File: src/rtl/rf_wb_arbiter.sv
// Register-file writeback arbiter: zeroes x1..x31 after reset, then round-robins two sources onto the write port.
// Write port is registered (1-cycle latency); a source stalls simply by seeing ready=0 and must hold its request.
module rf_wb_arbiter #(
    parameter int INIT_ZERO = 1
) (
    input  logic        clk,
    input  logic        reset,
    input  logic        req0_valid,
    input  logic [4:0]  req0_addr,
    input  logic [31:0] req0_data,
    output logic        req0_ready,
    input  logic        req1_valid,
    input  logic [4:0]  req1_addr,
    input  logic [31:0] req1_data,
    output logic        req1_ready,
    output logic        we3,
    output logic [4:0]  a3,
    output logic [31:0] wd3,
    output logic        init_done
);

    typedef enum logic {INIT, RUN} state_t;

    state_t      state;
    logic [4:0]  cnt;
    logic        ptr;
    logic        grant1;
    logic        run_en;
    logic        xfer;
    logic [4:0]  sel_addr;
    logic [31:0] sel_data;

    // Source 1 wins when it is alone, or when both contend and the pointer favours it.
    always_comb begin
        grant1   = req1_valid && (!req0_valid || ptr);
        run_en   = (state == RUN) && !reset;
        sel_addr = grant1 ? req1_addr : req0_addr;
        sel_data = grant1 ? req1_data : req0_data;
    end

    assign req0_ready = run_en && req0_valid && !grant1;
    assign req1_ready = run_en && req1_valid && grant1;
    assign xfer       = req0_ready || req1_ready;

    always_ff @(posedge clk) begin
        if (reset) begin
            state     <= (INIT_ZERO != 0) ? INIT : RUN;
            cnt       <= 5'd1;
            ptr       <= 1'b0;
            we3       <= 1'b0;
            a3        <= 5'd0;
            wd3       <= 32'd0;
            init_done <= 1'b0;
        end else if (state == INIT) begin
            we3 <= 1'b1;
            a3  <= cnt;
            wd3 <= 32'd0;
            if (cnt == 5'd31) begin
                state     <= RUN;
                init_done <= 1'b1;
            end else begin
                cnt <= cnt + 5'd1;
            end
        end else begin
            init_done <= 1'b1;
            if (xfer) begin
                // x0 is hardwired zero: handshake completes but the write is suppressed.
                we3 <= (sel_addr != 5'd0);
                a3  <= sel_addr;
                wd3 <= (sel_addr != 5'd0) ? sel_data : 32'd0;
                ptr <= ~grant1;
            end else begin
                we3 <= 1'b0;
                a3  <= 5'd0;
                wd3 <= 32'd0;
            end
        end
    end

endmodule

File: config.mk
export PLATFORM = sky130hd
export DESIGN_NAME = rf_wb_arbiter
export DESIGN_NICKNAME = d
export VERILOG_FILES = /design/src/rtl/rf_wb_arbiter.sv
export SDC_FILE = /design/constraint.sdc
export NUM_CORES = 1
export LEC_CHECK = 0
export ABC_AREA = 0
export BUFFER_PORTS_ARGS = -buffer_cell sky130_fd_sc_hd__clkbuf_2
export CAP_MARGIN = 20
export CORE_ASPECT_RATIO = 0.5
export CORE_MARGIN = 1.5
export CORE_UTILIZATION = 47
export DETAILED_ROUTE_END_ITERATION = 10
export GPL_TIMING_DRIVEN = 0
export PLACE_DENSITY_LB_ADDON = 0.1
export SYNTH_ARGS = -nofsm -noshare
export SYNTH_HDL_FRONTEND = slang
export SYNTH_SLANG_ARGS = --single-unit
File: constraint.sdc
create_clock -name clk -period 3.1 [get_ports clk]
set_input_delay 0.465 -clock clk [delete_from_list [all_inputs] [get_ports clk]]
set_output_delay 0.465 -clock clk [all_outputs]
set_load 0.02 [all_outputs]
==> metrics.csv, run 1 <==
stage,metric,value,unit
timing,hold_viol,0,
critical_path,cp-start-kind,flip-flop,
die,die_area,0.005071,mm^2
critical_path,worstPathBufferInverterCount,2,
critical_path,reg2regPathDepth,7,
clock_network,cts_tree,built,
critical_path,endpoint_kind,primary output,
synth,synth_top_area_share,42.32,%
pwr,vdd_drop_max,0.2100,mV
die,start_util,49.18,%
critical_path,cp_max_fo,10,
placement,post_dp_cell_area,0.002838,mm^2
synth,ys_ff_latch,46,
worst_hold_path,hold_end,wd3[30],
critical_path,regToRegStartpoint,cnt[0],
synth,yosysSeqAreaShare,42.32,%
clock_network,clk_latency,0.29,ns
global_route,antenna_found_initial,0,
global_route,grt.busiest_layer,met2,
synth,synthTopCellsByCount,"dfxtp_1 (46), nand3_1 (34), a21oi_2 (30), nand3_2 (30)",
timing,timing.fmax,489.1,MHz
timing,max-slew-margin-rel,68.28,%
global_route,grtUsageMet3,6.840,%
die,num_rows,17,
critical_path,reg2reg_slack,1.31,ns
route,wl,5243,um
timing,period_needed,2.044,ns
global_route,grtUsageMet1,27.00,%
critical_path,reg2reg_to,cnt[3],
pwr,p_per_area,394.0,mW/mm^2
die,core_area,0.004424,mm^2
final_layout,drive_gt1_share,59.82,%
worst_hold_path,min_from,req1_data[30],
synth,yosysWarnings,0,
clock_network,clkSlewWorstSetupHoldPaths,0.09,ns
timing,drv_slew,0,
final_layout,finalNetCount,420,
placement,dp.cells,390,
clock_network,cts.sinks,46,
route,drc,0,
die,ios,119,
final_layout,fillers,387,
placement,place_hpwl,3908,um
global_route,grt_first_pass_wirelength,8487,um
critical_path,crit_arrival,1.58,ns
route,ant_nets,0,
synth,syn_inst,215,
final_layout,multi_input_comb_area,0.001087,mm^2
critical_path,cp-startpoint,ptr,
flow_run,cap_violations,0,
clock_network,cts_made_buffers,5,
global_route,grt_use_total,20.83,%
timing,rsz0062_at_grt,no,
timing,setup_viol,0,
route,via_per_inst,5.118,
critical_path,critPathSlowestCell,dfxtp_1,
final_layout,instances_no_fill,398,
route,avgRoutedWirePerCell,13.17,um
route,via_count,2037,
placement,portBuffers,118,
final_layout,postLayoutCellArea,0.002929,mm^2
synth,yosys-top-cells-area,"dfxtp_1 (42%), nand3_2 (14%), a21oi_2 (12%), nand3_1 (7.8%), buf_12 (3.7%)",
clock_network,ctsResizeCount,0,
critical_path,path_cells,nand2b_2 > nand2_4 > buf_2 > and3_1 > clkbuf_2,
final_layout,regArea,920.9,um^2
synth,synth_nets,295,
clock_network,h-tree-depth,2,
critical_path,cp.required,2.63,ns
route,drtIter0Drc,60,
placement,gp_congestion,0.7623,
synth,synth_area,0.002176,mm^2
timing,period_share,65.95,%
synth,synth_edf_count,0,
synth,synth_ff_type,dfxtp_1,
final_layout,diodes,0,
pwr,p_total,1.154,mW
placement,place_ws,1.186,ns
global_route,grt_max_degree,14,
final_layout,synthToLayoutAreaGrowth,34.62,%
run_status,status,"finished, final reports clean",
global_route,met2_usage,34.59,%
pwr,p_leak,1.362,nW
critical_path,max_stage_delay,0.33,ns
synth,synth_largest_area_cell,dfxtp_1,
critical_path,worstSetupPathType,flip-flop to primary output,
synth,ys_types,28,
die,die_w,99.23,um
clock_network,clockBufferDepth,2,
clock_network,cts_hold_buf,0,
worst_hold_path,min_path_type,input port to flip-flop,
synth,async_reset_ff_share,0,%
critical_path,critPathTopFamily,simple AND/OR/NAND/NOR gates,
route,first_pass_iters,4,
timing,final.setup_skew,0.006573,ns
synth,yosysMostFrequentCell,dfxtp_1,
timing,worst_pin_slew,0.4759,ns
timing,fin_ws,1.056,ns
clock_network,cts_setup_buffers,0,
die,dieHeight,51.11,um
synth,syn_avg_cell_area,10.12,um^2
clock_network,cts_root_buf,clkbuf_8,
timing,fin_tns_setup,0,ns
worst_hold_path,whs_path_depth,3,
global_route,grt_pass1_vias,1885,
global_route,overflow,0,
tightest hold or removal path: stages:
cell,delay (ns)
clkbuf_2,0.08
nand3_2,0.05
a21oi_2,0.04
cells by family after synthesis:
family	count (synthesis)	share of synthesized area, %
AND/OR/NAND/NOR	97	29.21
flip-flops	46	42.32
AO/OA/AOI/OAI	45	16.10
buffers and inverters	17	7.706
multiplexers	5	2.300
XOR/XNOR	3	1.208
adder cells (fa/ha/maj)	2	1.150
cell usage in the layout (no fill, tap or decap):
master	netlist	final
a21oi_2	30	30
nand2_4	1	1
and3_1	3	3
nand4_1	1	1
a21oi_1	5	5
o21ai_0	7	7
dfxtp_1	46	46
ha_1	2	2
a311o_1	1	1
nand2b_1	1	1
buf_12	4	4
clkinv_2	0	1
clkbuf_8	3	9
o21ai_2	1	1
xnor2_1	1	1
nor3_1	3	3
nand2_1	10	10
nand3_2	30	30
and2_4	1	1
clkbuf_2	0	118
nor2_1	10	10
and2b_1	1	1
nand2b_2	1	1
a311oi_1	1	1
xor2_1	2	2
mux2i_1	5	5
and3_2	1	1
buf_2	7	7
clkbuf_1	3	4
nand3_1	34	34
layout make-up:
class / instances / area share [%]
Multi-Input combinational cell: 152 / 37.12
Clock buffer: 7 / 2.947
Timing Repair Buffer: 118 / 20.16
Sequential cell: 46 / 31.44
Tap cell: 57 / 2.435
Clock inverter: 1 / 0.1709
Buffer: 17 / 5.724
layer usage:
layer | wire, um | vias up
met2 | 2333 | 78
met3 | 444 | 0
met5 | 0 | -
met4 | 0 | 0
li1 | - | 1013
met1 | 2466 | 946
report_power, final:
part	leakage, nW	switching [mW]	total, mW	internal, mW
sequential	0.372	0.00690	0.607	0.600
clock	0.0482	0.196	0.376	0.180
combinational	0.942	0.0887	0.171	0.0824
sequential cells by signal, indices dropped and copies added (netlist names):
register,count
wd3,32
a3,5
cnt,5
init_done,1
ptr,1
state,1
we3,1
metrics by stage:
stage	hold WS [ns]	utilization [%]
detailed placement	0.4777	64.14
floorplan	0.4395	-
global placement	0.4545	64.14
global route	0.3833	66.20
finish	0.3883	66.20
CTS	0.3846	66.20
worst max-delay path by stage:
| stage | slack (ns) | end | cells after the start |
|---|---|---|---|
| global placement | 1.19 | req0_ready | 6 |
| finish | 1.06 | req0_ready | 5 |
| floorplan | 1.51 | cnt[3] | 7 |
| CTS | 1.05 | req0_ready | 5 |
| global route | 0.95 | req0_ready | 5 |
| detailed placement | 1.19 | req0_ready | 6 |
(Power assumes the default switching activity.)
==> run 2, diff against run 1 <==
- CORE_UTILIZATION: 47 -> 44
- clock period: 3.1 -> 2.1 ns (I/O delays scaled with it)
==> run 2 against run 1 <==
Against the previous run:
- sequential cell count unchanged
- register-to-register slack got worse by 0.99 ns
- core utilization decreased by 1.6 points
==> metrics.csv, run 2 (synthesized netlist as in run 1, its figures left out) <==
stage,metric,value,unit,change
run_status,status,"finished, final reports clean",,
worst_hold_path,min_from,req1_data[22],,
final_layout,finalNetCount,420,,unchanged
final_layout,largest_reg_flops,32,,unchanged
clock_network,cts_hold_buf,0,,unchanged
clock_network,cts.sinks,46,,unchanged
critical_path,reg2regPathDepth,7,,unchanged
worst_hold_path,whs_path_depth,3,,unchanged
timing,setup_viol,0,,unchanged
pwr,p_per_area,606.5,mW/mm^2,+54%
placement,portBuffers,118,,unchanged
final_layout,top_register,wd3,,
critical_path,cp.required,1.78,ns,-0.85 ns
die,dieHeight,52.73,um,+3.2%
placement,place_hpwl,4051,um,+3.7%
timing,final.setup_skew,0.008560,ns,+0.001988 ns
final_layout,synthToLayoutAreaGrowth,35.82,%,
critical_path,cp_max_fo,10,,unchanged
final_layout,fillers,406,,+4.9%
timing,hold_viol,0,,unchanged
global_route,grt_pass1_vias,1819,,-3.5%
clock_network,cts_tree,built,,
route,ant_nets,0,,unchanged
die,core_area,0.004573,mm^2,+3.4%
timing,drv_slew,0,,unchanged
placement,gp_congestion,0.7707,,+1.1%
route,wl,5360,um,+2.2%
clock_network,cts_root_buf,clkbuf_8,,
route,avgRoutedWirePerCell,13.17,um,about the same
clock_network,cts_made_buffers,5,,unchanged
timing,max-slew-margin-rel,68.61,%,+0.34 points
flow_run,cap_violations,0,,unchanged
clock_network,clkSlewWorstSetupHoldPaths,0.09,ns,about the same
timing,rsz0062_at_grt,no,,
global_route,antenna_found_initial,0,,unchanged
pwr,vdd_drop_max,0.3747,mV,+78%
route,via_per_inst,4.894,,-4.4%
final_layout,layout_commonest_cell,clkbuf_2,,
worst_hold_path,hold_end,wd3[22],,
timing,timing.fmax,531.3,MHz,
timing,worst_pin_slew,0.4708,ns,-0.005049 ns
final_layout,drive_gt1_share,59.53,%,-0.29 points
route,via_count,1992,,-2.2%
die,die_w,102.5,um,+3.3%
die,die_area,0.005402,mm^2,+6.5%
timing,period_share,89.62,%,
global_route,grt_use_total,20.05,%,-0.77 points
global_route,grt_first_pass_wirelength,8259,um,-2.7%
critical_path,regToRegStartpoint,cnt[0],,
critical_path,reg2reg_slack,0.32,ns,-0.99 ns
route,first_pass_iters,4,,unchanged
die,num_rows,17,,unchanged
timing,fin_tns_setup,0,ns,unchanged
critical_path,crit_arrival,1.57,ns,about the same
route,drtIter0Drc,55,,-8.3%
clock_network,cts_setup_buffers,0,,unchanged
clock_network,h-tree-depth,2,,unchanged
clock_network,ctsResizeCount,0,,unchanged
critical_path,endpoint_kind,primary output,,
final_layout,reg.largest.list,"wd3: 32 flops, a3: 5 flops, cnt: 5 flops",,
clock_network,clk_latency,0.29,ns,about the same
critical_path,cp-start-kind,flip-flop,,
worst_hold_path,min_path_type,input port to flip-flop,,
die,start_util,47.58,%,-1.6 points
critical_path,worstSetupPathType,flip-flop to primary output,,
clock_network,clockBufferDepth,2,,unchanged
final_layout,diodes,0,,unchanged
pwr,p_leak,1.366,nW,+0.31%
route,drc,0,,unchanged
critical_path,reg2reg_to,cnt[3],,
die,ios,119,,unchanged
final_layout,mostFrequentLayoutCells,"clkbuf_2 (118), dfxtp_1 (46), nand3_1 (34)",,
global_route,overflow,0,,unchanged
timing,period_needed,1.882,ns,
pwr,p_total,1.792,mW,+55%
global_route,grt_max_degree,14,,unchanged
==> run 2: changes by cell type in the layout (fill, tap and decap cells not counted) <==
| cell | delta |
|---|---|
| bufinv_16 | +1 |
| clkbuf_1 | +1 |
| clkbuf_8 | -1 |
| clkinv_2 | -1 |
==> run 2: power by group <==
part,switching [mW],total (mW),leakage (nW),internal (mW)
sequential,0.0107,0.897,0.372,0.886
clock,0.287,0.643,0.0524,0.356
combinational,0.131,0.253,0.942,0.122
==> run 2: metal layers <==
layer / GRT usage, % / share of wire, %
met2: 34.11 / 46
met3: 6.133 / 7.0
met1: 25.52 / 47
met5: 0 / 0
met4: 3.425 / 0.35
==> run 2: final cells by class <==
cell class,instances,area (um^2),area share [%]
plain buffers,17,167.7,5.673
clock buffers,7,76.32,2.583
clock inverters,1,30.03,1.016
multi-input cells,152,1087,36.79
flip-flops and latches,46,920.9,31.16
well taps,66,82.58,2.794
repair buffers,118,590.6,19.98
==> run 2: through the flow <==
step	instance area [um^2]	utilization, %	hold WS [ns]	cells	setup WS [ns]
floorplan	2176	-	0.4347	215	0.5069
CTS	2955	64.62	0.2312	407	0.1919
global placement	2849	62.30	0.4545	399	0.3720
global route	2955	64.62	0.2292	407	0.09679
finish	2955	64.62	0.2410	407	0.2180
detailed placement	2849	62.30	0.4643	399	0.3535
==> run 2: how the worst max path moves through the flow <==
stage               startpoint         end  slack (ns)  cells after the start
finish                     ptr  req0_ready        0.22                      5
global route               ptr  req0_ready         0.1                      5
CTS                        ptr  req0_ready        0.19                      5
detailed placement      cnt[0]      cnt[3]        0.35                      7
global placement        cnt[0]      cnt[3]        0.37                      7
floorplan               cnt[0]      cnt[3]        0.51                      7
==> run 2: critical path, stage by stage (launching register included) <==
cell and delay (ns):
dfxtp_1 0.33, nand2b_2 0.21, nand2_4 0.15, buf_2 0.24, and3_1 0.18, clkbuf_2 0.16
